**src/rtl/mem_pkg.sv**
```systemverilog
`default_nettype none
// ****************************************************************************
// * mem_pkg : shared memory-stage types (request params, sizes, fault causes) *
// * Revision: 1.0                                                             *
// ****************************************************************************
package mem_pkg;

  typedef struct packed {
    logic       op;             // 1 = read, 0 = write
    logic [1:0] access_size;
    logic       read_unsigned;
  } mem_params_t;

  typedef enum logic [1:0] {
    MEM_BYTE = 2'b00,
    MEM_HALF = 2'b01,
    MEM_WORD = 2'b10
  } mem_size_t;

  typedef enum logic [1:0] {
    CAUSE_NONE     = 2'b00,
    CAUSE_MISALIGN = 2'b01,
    CAUSE_BUS_ERR  = 2'b10,
    CAUSE_TIMEOUT  = 2'b11
  } mem_fault_cause_t;

  typedef enum logic [1:0] {
    ST_IDLE   = 2'b00,
    ST_ACCESS = 2'b01,
    ST_DONE   = 2'b10
  } mau_state_t;

  localparam logic MEM_OP_READ = 1'b1;

endpackage
`default_nettype wire

```
**src/rtl/mem_lane_align.sv**
```systemverilog
`default_nettype none
// ****************************************************************************
// * mem_lane_align : byte-lane enables, store shift, load extract/extend      *
// * Revision: 1.0                                                             *
// ****************************************************************************
module mem_lane_align
  import mem_pkg::*;
(
  input  logic [1:0]  size,
  input  logic [1:0]  offset,
  input  logic        read_unsigned,
  input  logic [31:0] wdata,
  input  logic [31:0] rdata,
  output logic [3:0]  byte_en,
  output logic [31:0] wdata_sh,
  output logic [31:0] rdata_ext,
  output logic        misaligned
);

  logic [4:0]  shamt;
  logic [31:0] rdata_sh;

  assign shamt    = {offset, 3'b000};
  assign wdata_sh = wdata << shamt;
  assign rdata_sh = rdata >> shamt;

  always_comb begin
    byte_en    = 4'b0000;
    rdata_ext  = 32'h0;
    misaligned = 1'b0;
    case (size)
      MEM_BYTE: begin
        byte_en   = 4'b0001 << offset;
        rdata_ext = read_unsigned ? {24'h0, rdata_sh[7:0]}
                                  : {{24{rdata_sh[7]}}, rdata_sh[7:0]};
      end
      MEM_HALF: begin
        misaligned = offset[0];
        byte_en    = offset[1] ? 4'b1100 : 4'b0011;
        rdata_ext  = read_unsigned ? {16'h0, rdata_sh[15:0]}
                                   : {{16{rdata_sh[15]}}, rdata_sh[15:0]};
      end
      MEM_WORD: begin
        misaligned = (offset != 2'b00);
        byte_en    = 4'b1111;
        rdata_ext  = rdata;
      end
      default: misaligned = 1'b1;  // reserved size is always illegal
    endcase
  end

endmodule
`default_nettype wire

```
**src/rtl/mem_access_unit.sv**
```systemverilog
`default_nettype none
// ****************************************************************************
// * mem_access_unit : one req/ack bus transaction per load/store request      *
// * Revision: 1.0                                                             *
// ****************************************************************************
module mem_access_unit
  import mem_pkg::*;
#(
  parameter int unsigned TIMEOUT_CYCLES = 255
) (
  input  logic        clk,
  input  logic        reset_n,
  input  logic        req_valid,
  output logic        req_ready,
  input  mem_params_t mem_params,
  input  logic [31:0] req_addr,
  input  logic [31:0] req_wdata,
  output logic        bus_req,
  output logic        bus_we,
  output logic [31:0] bus_addr,
  output logic [3:0]  bus_byte_en,
  output logic [31:0] bus_wdata,
  input  logic        bus_ack,
  input  logic        bus_err,
  input  logic [31:0] bus_rdata,
  output logic        resp_valid,
  output logic [31:0] resp_rdata,
  output logic        resp_fault,
  output logic [1:0]  resp_cause
);

  mau_state_t  state_q, state_d;
  logic [31:0] cnt_q, cnt_d;
  logic        bus_req_q, bus_req_d;
  logic        bus_we_q, bus_we_d;
  logic [31:0] bus_addr_q, bus_addr_d;
  logic [3:0]  bus_be_q, bus_be_d;
  logic [31:0] bus_wdata_q, bus_wdata_d;
  logic [1:0]  size_q, size_d;
  logic [1:0]  off_q, off_d;
  logic        uns_q, uns_d;
  logic        resp_valid_q, resp_valid_d;
  logic        resp_fault_q, resp_fault_d;
  logic [1:0]  resp_cause_q, resp_cause_d;
  logic [31:0] resp_rdata_q, resp_rdata_d;

  logic        idle;
  logic [1:0]  al_size, al_off;
  logic        al_uns;
  logic [3:0]  al_be;
  logic [31:0] al_wdata, al_rdata;
  logic        al_misaligned;
  logic        timeout_hit;

  assign idle = (state_q == ST_IDLE);

  // The aligner sees the incoming request while idle, the latched one otherwise.
  assign al_size = idle ? mem_params.access_size   : size_q;
  assign al_off  = idle ? req_addr[1:0]            : off_q;
  assign al_uns  = idle ? mem_params.read_unsigned : uns_q;

  mem_lane_align u_align (
    .size          (al_size),
    .offset        (al_off),
    .read_unsigned (al_uns),
    .wdata         (req_wdata),
    .rdata         (bus_rdata),
    .byte_en       (al_be),
    .wdata_sh      (al_wdata),
    .rdata_ext     (al_rdata),
    .misaligned    (al_misaligned)
  );

  assign timeout_hit = (TIMEOUT_CYCLES != 0) && (cnt_q == TIMEOUT_CYCLES - 1);

  always_comb begin
    state_d      = state_q;
    cnt_d        = cnt_q;
    bus_req_d    = bus_req_q;
    bus_we_d     = bus_we_q;
    bus_addr_d   = bus_addr_q;
    bus_be_d     = bus_be_q;
    bus_wdata_d  = bus_wdata_q;
    size_d       = size_q;
    off_d        = off_q;
    uns_d        = uns_q;
    resp_valid_d = 1'b0;
    resp_fault_d = resp_fault_q;
    resp_cause_d = resp_cause_q;
    resp_rdata_d = resp_rdata_q;
    case (state_q)
      ST_IDLE: begin
        if (req_valid) begin
          if (al_misaligned) begin
            state_d      = ST_DONE;
            resp_valid_d = 1'b1;
            resp_fault_d = 1'b1;
            resp_cause_d = CAUSE_MISALIGN;
            resp_rdata_d = 32'h0;
          end else begin
            state_d     = ST_ACCESS;
            cnt_d       = 32'h0;
            bus_req_d   = 1'b1;
            bus_we_d    = (mem_params.op != MEM_OP_READ);
            bus_addr_d  = {req_addr[31:2], 2'b00};
            bus_be_d    = al_be;
            bus_wdata_d = al_wdata;
            size_d      = mem_params.access_size;
            off_d       = req_addr[1:0];
            uns_d       = mem_params.read_unsigned;
          end
        end
      end
      ST_ACCESS: begin
        cnt_d = cnt_q + 32'd1;
        // Priority: error, then ack, then timeout (ack on the limit cycle succeeds).
        if (bus_err) begin
          state_d      = ST_DONE;
          bus_req_d    = 1'b0;
          resp_valid_d = 1'b1;
          resp_fault_d = 1'b1;
          resp_cause_d = CAUSE_BUS_ERR;
          resp_rdata_d = 32'h0;
        end else if (bus_ack) begin
          state_d      = ST_DONE;
          bus_req_d    = 1'b0;
          resp_valid_d = 1'b1;
          resp_fault_d = 1'b0;
          resp_cause_d = CAUSE_NONE;
          resp_rdata_d = bus_we_q ? 32'h0 : al_rdata;
        end else if (timeout_hit) begin
          state_d      = ST_DONE;
          bus_req_d    = 1'b0;
          resp_valid_d = 1'b1;
          resp_fault_d = 1'b1;
          resp_cause_d = CAUSE_TIMEOUT;
          resp_rdata_d = 32'h0;
        end
      end
      ST_DONE: begin
        state_d   = ST_IDLE;
        cnt_d     = 32'h0;
        bus_req_d = 1'b0;
      end
      default: begin
        state_d   = ST_IDLE;
        bus_req_d = 1'b0;
      end
    endcase
  end

  always_ff @(posedge clk or negedge reset_n) begin
    if (!reset_n) begin
      state_q      <= ST_IDLE;
      cnt_q        <= 32'h0;
      bus_req_q    <= 1'b0;
      bus_we_q     <= 1'b0;
      bus_addr_q   <= 32'h0;
      bus_be_q     <= 4'h0;
      bus_wdata_q  <= 32'h0;
      size_q       <= 2'b00;
      off_q        <= 2'b00;
      uns_q        <= 1'b0;
      resp_valid_q <= 1'b0;
      resp_fault_q <= 1'b0;
      resp_cause_q <= 2'b00;
      resp_rdata_q <= 32'h0;
    end else begin
      state_q      <= state_d;
      cnt_q        <= cnt_d;
      bus_req_q    <= bus_req_d;
      bus_we_q     <= bus_we_d;
      bus_addr_q   <= bus_addr_d;
      bus_be_q     <= bus_be_d;
      bus_wdata_q  <= bus_wdata_d;
      size_q       <= size_d;
      off_q        <= off_d;
      uns_q        <= uns_d;
      resp_valid_q <= resp_valid_d;
      resp_fault_q <= resp_fault_d;
      resp_cause_q <= resp_cause_d;
      resp_rdata_q <= resp_rdata_d;
    end
  end

  assign req_ready   = idle;
  assign bus_req     = bus_req_q;
  assign bus_we      = bus_we_q;
  assign bus_addr    = bus_addr_q;
  assign bus_byte_en = bus_be_q;
  assign bus_wdata   = bus_wdata_q;
  assign resp_valid  = resp_valid_q;
  assign resp_rdata  = resp_rdata_q;
  assign resp_fault  = resp_fault_q;
  assign resp_cause  = resp_cause_q;

endmodule
`default_nettype wire
```
**config.mk**
```make
export PLATFORM = sky130hd
export DESIGN_NAME = mem_access_unit
export DESIGN_NICKNAME = d
export VERILOG_FILES = /design/src/rtl/mem_pkg.sv /design/src/rtl/mem_lane_align.sv /design/src/rtl/mem_access_unit.sv
export SDC_FILE = /design/constraint.sdc
export NUM_CORES = 1
export LEC_CHECK = 0
export BUFFER_PORTS_ARGS = -buffer_cell sky130_fd_sc_hd__buf_2
export CAP_MARGIN = 20
export CORE_AREA = 2 2 159 161
export CTS_CLUSTER_SIZE = 28
export DETAILED_ROUTE_END_ITERATION = 12
export DIE_AREA = 0 0 161 163
export PLACE_DENSITY_LB_ADDON = 0.12
export SLEW_MARGIN = 20
export SYNTH_ARGS = -nofsm -noshare
export SYNTH_HDL_FRONTEND = slang
export SYNTH_SLANG_ARGS = --single-unit
export TNS_END_PERCENT = 20
```
**constraint.sdc**
```tcl
create_clock -name clk -period 3.39 [get_ports clk]
set_input_delay 0 -clock clk [delete_from_list [all_inputs] [get_ports clk]]
set_output_delay 0 -clock clk [all_outputs]
set_load 0.05 [all_outputs]
```
==> impl_metrics.env, run 1 <==
export IMPL_status="finished clean"
export IMPL_routedWlPerCell_um=17.1
export IMPL_drc_errors=0
export IMPL_placed_area_um2=8660
export IMPL_switchingPower_mw=4.70
export IMPL_drt_first_pass_iters=4
export IMPL_numPortBuffers=209
export IMPL_dieArea_um2=26200
export IMPL_syn_cell_area_um2=7270
export IMPL_async_flop_share_pct=100
export IMPL_cts_max_path_buffers=2
export IMPL_min_to="bus_wdata[26]$_DFFE_PN0P_"
export IMPL_ys_seq_elements=143
export IMPL_path_class="reg2reg"
export IMPL_synth_ff_type="dfrtp_1"
export IMPL_place_hpwl_um=16200
export IMPL_path_buf_inv=1
export IMPL_fillers=2492
export IMPL_max_freq_mhz=360
export IMPL_cts_tree="yes"
export IMPL_finalSetupViolations=0
export IMPL_finalCriticalPeriod_ns=2.78
export IMPL_core_area_um2=24700
export IMPL_cp_cell_sequence="or2_1 -> mux2i_4 -> nor2_1 -> a22oi_1 -> dlygate4sd3_1 -> o21ai_0"
export IMPL_clk_pin_slew_ns=0.07
export IMPL_initial_core_util_pct=29.5
export IMPL_area_growth_syn_to_layout_pct=40.6
export IMPL_synthDistinctLibCells=75
export IMPL_final_area_um2=10200
export IMPL_clk_latency_ns=0.43
export IMPL_grt_overflow=0
export IMPL_combPwrFrac_pct=53.3
export IMPL_rows=58
export IMPL_grt_max_degree=108
export IMPL_power_total_mw=9.48
export IMPL_cts_root_buffer="clkbuf_16"
export IMPL_track_usage_pct=17.9
export IMPL_place_ws_ns=0.576
export IMPL_clock_sinks=143
export IMPL_rrSetupSlack_ns=0.61
export IMPL_post_synth_cell_area_avg_um2=10.1
export IMPL_powerDensity_nw_per_um2=927
export IMPL_fin_ws_ns=0.613
export IMPL_maxCapViolations=0
export IMPL_rr_startpoint="state_q[0]$_DFFE_PN0P_"
export IMPL_vias=6531
export IMPL_p_leak_nw=4.85
export IMPL_relSlewSlack_pct=46.7
export IMPL_fin_nets=1122
export IMPL_whs_path_depth=5
export IMPL_hold_path_class="in2reg"
export IMPL_detail_route_antenna_nets=0
export IMPL_worst_r2r_path_depth=6
export IMPL_endpoint_kind="flop"
export IMPL_antenna_found_initial=0
export IMPL_startpoint_type="flop"
export IMPL_seqPwrFrac_pct=26.7
export IMPL_internal_power_mw=4.77
export IMPL_period_share_pct=81.9
export IMPL_grt_pass1_vias=6431
export IMPL_cp_top_family="simple AND/OR/NAND/NOR gates"
export IMPL_critical_path_max_fanout=13
export IMPL_crit_arrival_ns=3.13
export IMPL_switching_share_pct=49.6
export IMPL_antenna_cells=0
export IMPL_mostFrequentLayoutCell="buf_2"
export IMPL_die_x_um=161
export IMPL_grt_pass1_wl_um=36600
export IMPL_layout_drive_gt1_share_pct=27.7
export IMPL_io_pins=212
export IMPL_mostFrequentLayoutCells="buf_2 (208), dfrtp_1 (143), nand2_1 (121)"
export IMPL_r2r_end="bus_wdata[17]$_DFFE_PN0P_"
export IMPL_ys_seq_area_share_pct=49.2
export IMPL_hold_start="req_wdata[26]"
export IMPL_viasPerCell=4.81
export IMPL_gp_congestion=0.791
export IMPL_tightest_slew_ns=0.800
export IMPL_synth_edff_count=0
export IMPL_crit_required_ns=3.74
export IMPL_clock_skew_ns=0.0123
export IMPL_first_iter_violations=297
export IMPL_max_vdd_ir_drop_v=0.000467
export IMPL_yosys_warnings=0
export IMPL_maxSlewViolCount=0
export IMPL_setup_tns_ns=0
export IMPL_slowest_delay_ns=0.59
export IMPL_clockPowerShare_pct=20.0
export IMPL_rsz0062_at_grt="no"
export IMPL_h_tree_depth=4
export IMPL_die_h_um=163
export IMPL_hold_viol_final=0
export IMPL_wl_um=23200
export IMPL_crit_slowest_cell="dlygate4sd3_1"
export IMPL_numCtsBuffers=17
export IMPL_syn_inst=719
final cells by class:
| class | count | area, um^2 | area share [%] |
|---|---|---|---|
| Clock inverter | 12 | 123 | 1.20 |
| Clock buffer | 20 | 467 | 4.57 |
| Inverter | 12 | 45.0 | 0.441 |
| Multi-Input combinational cell | 519 | 3410 | 33.4 |
| Timing Repair Buffer | 322 | 2180 | 21.3 |
| Sequential cell | 143 | 3580 | 35.0 |
| Tap cell | 330 | 413 | 4.04 |
sequential cells by signal (all words and copies together), names as in the netlist:
name	flops
resp_cause	2
bus_wdata	32
uns_q	1
state_q	2
bus_we	1
cnt_q	32
resp_fault	1
bus_req	1
size_q	2
bus_byte_en	4
bus_addr	30
resp_rdata	32
off_q	2
resp_valid	1
repair_timing:
item | 4_1_cts | 5_1_grt
hold endpoints to repair | 178 | 0
hold buffers | 97 | 0
resized for setup | 0 | 0
setup buffers | 0 | 0
how the worst max path moves through the flow:
stage / startpoint / end / slack [ns] / depth (start not counted)
floorplan: cnt_q[0]$_DFFE_PN0P_ / resp_rdata[18]$_DFFE_PN0P_ / 1.15 / 9
global placement: state_q[1]$_DFFE_PN0P_ / resp_rdata[30]$_DFFE_PN0P_ / 0.59 / 7
detailed placement: state_q[1]$_DFFE_PN0P_ / resp_rdata[18]$_DFFE_PN0P_ / 0.58 / 7
CTS: state_q[1]$_DFFE_PN0P_ / resp_rdata[18]$_DFFE_PN0P_ / 0.54 / 7
global route: state_q[1]$_DFFE_PN0P_ / bus_wdata[19]$_DFFE_PN0P_ / 0.37 / 7
finish: state_q[0]$_DFFE_PN0P_ / bus_wdata[17]$_DFFE_PN0P_ / 0.61 / 6
worst register-to-register path: cells and delay by family, from the launching register on:
family,cells,cell delay [ns]
AND/OR/NAND/NOR,2,1.08
multiplexers,1,0.35
flip-flops,1,0.37
buffers and inverters,1,0.59
AO/OA/AOI/OAI,2,0.33
power groups by stage:
stage	sequential (mW)	combinational, mW	clock, mW
after floorplan	4.09	2.10	0
after global placement	2.56	4.92	0
after detailed placement	2.55	4.94	0
after CTS	2.53	5.11	1.94
after global routing	2.59	5.44	2.03
final	2.53	5.06	1.89
synthesized netlist by cell type (4+ instances only):
| cell | number | area (um^2) |
|---|---|---|
| nand2_1 | 121 | 454 |
| and4_1 | 4 | 35.0 |
| inv_1 | 11 | 41.3 |
| a221o_1 | 19 | 190 |
| o221ai_1 | 10 | 87.6 |
| mux2_1 | 36 | 405 |
| nand3_1 | 27 | 135 |
| o21ai_1 | 6 | 30.0 |
| and3_1 | 10 | 62.6 |
| o31ai_1 | 8 | 60.1 |
| nor4b_1 | 4 | 35.0 |
| o22ai_1 | 4 | 25.0 |
| dfrtp_1 | 143 | 3580 |
| xnor2_1 | 11 | 96.3 |
| buf_2 | 22 | 110 |
| o2bb2ai_1 | 8 | 70.1 |
| nand4_1 | 11 | 68.8 |
| xor2_1 | 19 | 166 |
| clkbuf_1 | 15 | 56.3 |
| a22o_1 | 7 | 61.3 |
| nor2b_1 | 4 | 25.0 |
| nor4_1 | 9 | 56.3 |
| nor3_1 | 4 | 20.0 |
| o21ai_0 | 48 | 240 |
| o311a_1 | 4 | 40.0 |
| a22oi_1 | 10 | 75.1 |
| nor2_1 | 48 | 180 |
| buf_4 | 5 | 37.5 |
| a21oi_1 | 16 | 80.1 |
| nand2b_1 | 4 | 25.0 |
| mux2i_1 | 9 | 90.1 |
stage by stage:
stage / hold WS [ns] / util (%) / cells
finish: 0.00175 / 41.4 / 1358
global placement: 0.131 / 35.1 / 1229
detailed placement: 0.125 / 35.1 / 1229
CTS: 0.00344 / 41.4 / 1358
global route: 0.0215 / 41.4 / 1358
floorplan: -0.296 / - / 720
routing by layer:
layer / up-vias / routed length [um] / track usage [%] / part of all wire, %
met4: 0 / 353 / 5.15 / 1.5
li1: 3198 / - / - / -
met5: - / 0 / 0 / 0
met1: 3145 / 10900 / 24.7 / 47
met3: 27 / 1050 / 3.97 / 4.5
met2: 161 / 10800 / 28.2 / 47
logic make-up (layout without fill, tap and decap cells):
kind of cell / count (synthesis) / after routing / synth area share [%]
buffers and inverters: 58 / 366 / 3.94
XOR/XNOR: 30 / 30 / 3.61
adder cells (fa/ha/maj): 2 / 2 / 0.344
AND/OR/NAND/NOR: 266 / 266 / 17.7
multiplexers: 48 / 48 / 7.49
other: 1 / 2 / 0.0516
AO/OA/AOI/OAI: 171 / 171 / 17.6
flip-flops: 143 / 143 / 49.2
Power figures use the tool's default switching activity.
==> run 2, diff against run 1 <==
==> constraint.sdc (replaced) <==
create_clock -name clk -period 2.8 [get_ports clk]
set_input_delay 0 -clock clk [delete_from_list [all_inputs] [get_ports clk]]
set_output_delay 0 -clock clk [all_outputs]
set_load 0.05 [all_outputs]
==> impl_metrics.env, run 2 (same netlist as run 1, synthesis figures left out) <==
export IMPL_status="finished clean"
export IMPL_drc_errors=0
export IMPL_numPortBuffers=209
export IMPL_mostFrequentLayoutCell="buf_2"
export IMPL_final_core_util_pct=41.7
export IMPL_place_hpwl_um=16600
export IMPL_vias=6672
export IMPL_cts_repair_resized=0
export IMPL_max_freq_mhz=389
export IMPL_switchingPower_mw=5.72
export IMPL_path_class="reg2reg"
export IMPL_finalCriticalPeriod_ns=2.57
export IMPL_critical_path_max_fanout=9
export IMPL_worst_r2r_path_depth=8
export IMPL_clk_pin_slew_ns=0.07
export IMPL_fin_nets=1130
export IMPL_cts_tree="yes"
export IMPL_crit_arrival_ns=2.93
export IMPL_endpoint_kind="flop"
export IMPL_cts_max_path_buffers=2
export IMPL_relSlewSlack_pct=50.6
export IMPL_wl_um=23600
export IMPL_min_to="bus_wdata[25]$_DFFE_PN0P_"
export IMPL_core_area_um2=24700
export IMPL_io_pins=212
export IMPL_numPlacedInstances=1239
export IMPL_antenna_found_initial=0
export IMPL_grt_pass1_wl_um=37400
export IMPL_tightest_slew_ns=0.740
export IMPL_grt_pass1_vias=6563
export IMPL_track_usage_pct=18.2
export IMPL_maxSlewViolCount=0
export IMPL_finalSetupViolations=0
export IMPL_die_x_um=161
export IMPL_stdcell_count=1366
export IMPL_rrSetupSlack_ns=0.23
export IMPL_clock_skew_ns=0.0125
export IMPL_hold_viol_final=0
export IMPL_crit_required_ns=3.16
export IMPL_numCtsBuffers=17
export IMPL_antenna_cells=0
export IMPL_rows=58
export IMPL_seqPwrFrac_pct=26.4
export IMPL_gp_congestion=0.800
export IMPL_initial_core_util_pct=29.5
export IMPL_powerDensity_nw_per_um2=1120
export IMPL_whs_path_depth=5
export IMPL_dieArea_um2=26200
export IMPL_detail_route_antenna_nets=0
export IMPL_grt_overflow=0
export IMPL_clk_latency_ns=0.43
export IMPL_rsz0062_at_grt="no"
export IMPL_combPwrFrac_pct=53.4
export IMPL_max_vdd_ir_drop_v=0.000686
export IMPL_switching_share_pct=49.5
export IMPL_viasPerCell=4.88
export IMPL_hold_start="req_wdata[17]"
export IMPL_r2r_end="state_q[0]$_DFFE_PN0P_"
export IMPL_mostFrequentLayoutCells="buf_2 (208), dfrtp_1 (143), nand2_1 (121)"
export IMPL_drt_first_pass_iters=5
export IMPL_maxCapViolations=0
export IMPL_first_iter_violations=511
export IMPL_rr_startpoint="state_q[1]$_DFFE_PN0P_"
export IMPL_hold_path_class="in2reg"
export IMPL_clockPowerShare_pct=20.2
export IMPL_p_leak_nw=4.90
export IMPL_die_h_um=163
export IMPL_layout_drive_gt1_share_pct=28.4
export IMPL_clock_sinks=143
export IMPL_grt_max_degree=108
export IMPL_area_growth_syn_to_layout_pct=41.6
export IMPL_period_share_pct=91.8
export IMPL_holdWs_ns=0.00535
export IMPL_h_tree_depth=4
export IMPL_routedWlPerCell_um=17.3
export IMPL_post_cts_buffers=0
export IMPL_cts_root_buffer="clkbuf_16"
export IMPL_internal_power_mw=5.82
export IMPL_setup_tns_ns=0
export IMPL_startpoint_type="flop"
==> run 2: changes by cell type in the layout (fill, tap and decap cells not counted), sizes merged <==
cell	before	now
dlygate4sd3	97	95
clkbuf	20	19
buf	225	235
bufinv	1	2
==> run 2: area by class of cell <==
cell class / instances / area, um^2
clock buffers: 19 / 443
fillers: 2520 / 14400
well taps: 330 / 413
inverters: 12 / 45.0
multi-input cells: 519 / 3410
flip-flops and latches: 143 / 3580
repair buffers: 330 / 2250
clock inverters: 13 / 153
==> run 2: metal layers <==
layer	GRT usage (%)	vias up	wire length, um	part of all wire, %
met5	0	-	0	0
met4	4.91	0	331	1.4
li1	-	3218	-	-
met2	28.9	164	11200	47
met3	4.20	23	1120	4.7
met1	25.0	3267	10900	46
==> run 2: repair_timing <==
item | CTS | global route
hold buffers | 95 | 0
hold endpoints to repair | 151 | 0
endpoints found under the setup margin | 0 | 0
==> run 2: worst max-delay path, stage by stage (launching register included) <==
cell	delay (ns)
dfrtp_1	0.50
or2_1	0.28
inv_2	0.07
buf_4	0.17
o311ai_1	0.31
nand4_1	0.26
buf_4	0.24
o41ai_1	0.07
dlygate4sd3_1	0.60
==> run 2: worst max-delay path by stage <==
stage | from | end | slack, ns | depth (start not counted)
CTS | state_q[1]$_DFFE_PN0P_ | resp_rdata[31]$_DFFE_PN0P_ | 0.23 | 7
global placement | state_q[1]$_DFFE_PN0P_ | resp_rdata[28]$_DFFE_PN0P_ | 0.28 | 7
finish | state_q[1]$_DFFE_PN0P_ | state_q[0]$_DFFE_PN0P_ | 0.23 | 8
global route | state_q[1]$_DFFE_PN0P_ | resp_rdata[11]$_DFFE_PN0P_ | 0.11 | 7
floorplan | cnt_q[0]$_DFFE_PN0P_ | resp_rdata[18]$_DFFE_PN0P_ | 0.56 | 9
detailed placement | state_q[1]$_DFFE_PN0P_ | resp_rdata[18]$_DFFE_PN0P_ | 0.25 | 7
==> run 2: power groups by stage <==
stage	registers (mW)	logic (mW)	clock network, mW
3_5_place_dp	3.08	6.10	0
6_report	3.05	6.17	2.33
4_1_cts	3.05	6.22	2.40
2_1_floorplan	4.95	2.54	0
5_1_grt	3.13	6.64	2.49
3_3_place_gp	3.08	6.07	0
==> run 2: stage by stage <==
| step | power, mW | instance area (um^2) | setup slack, ns |
|---|---|---|---|
| detailed placement | 9.19 | 8750 | 0.252 |
| global route | 12.3 | 10300 | 0.107 |
| CTS | 11.7 | 10300 | 0.230 |
| global placement | 9.16 | 8750 | 0.281 |
| floorplan | 7.49 | 7270 | 0.560 |
| finish | 11.5 | 10300 | 0.231 |
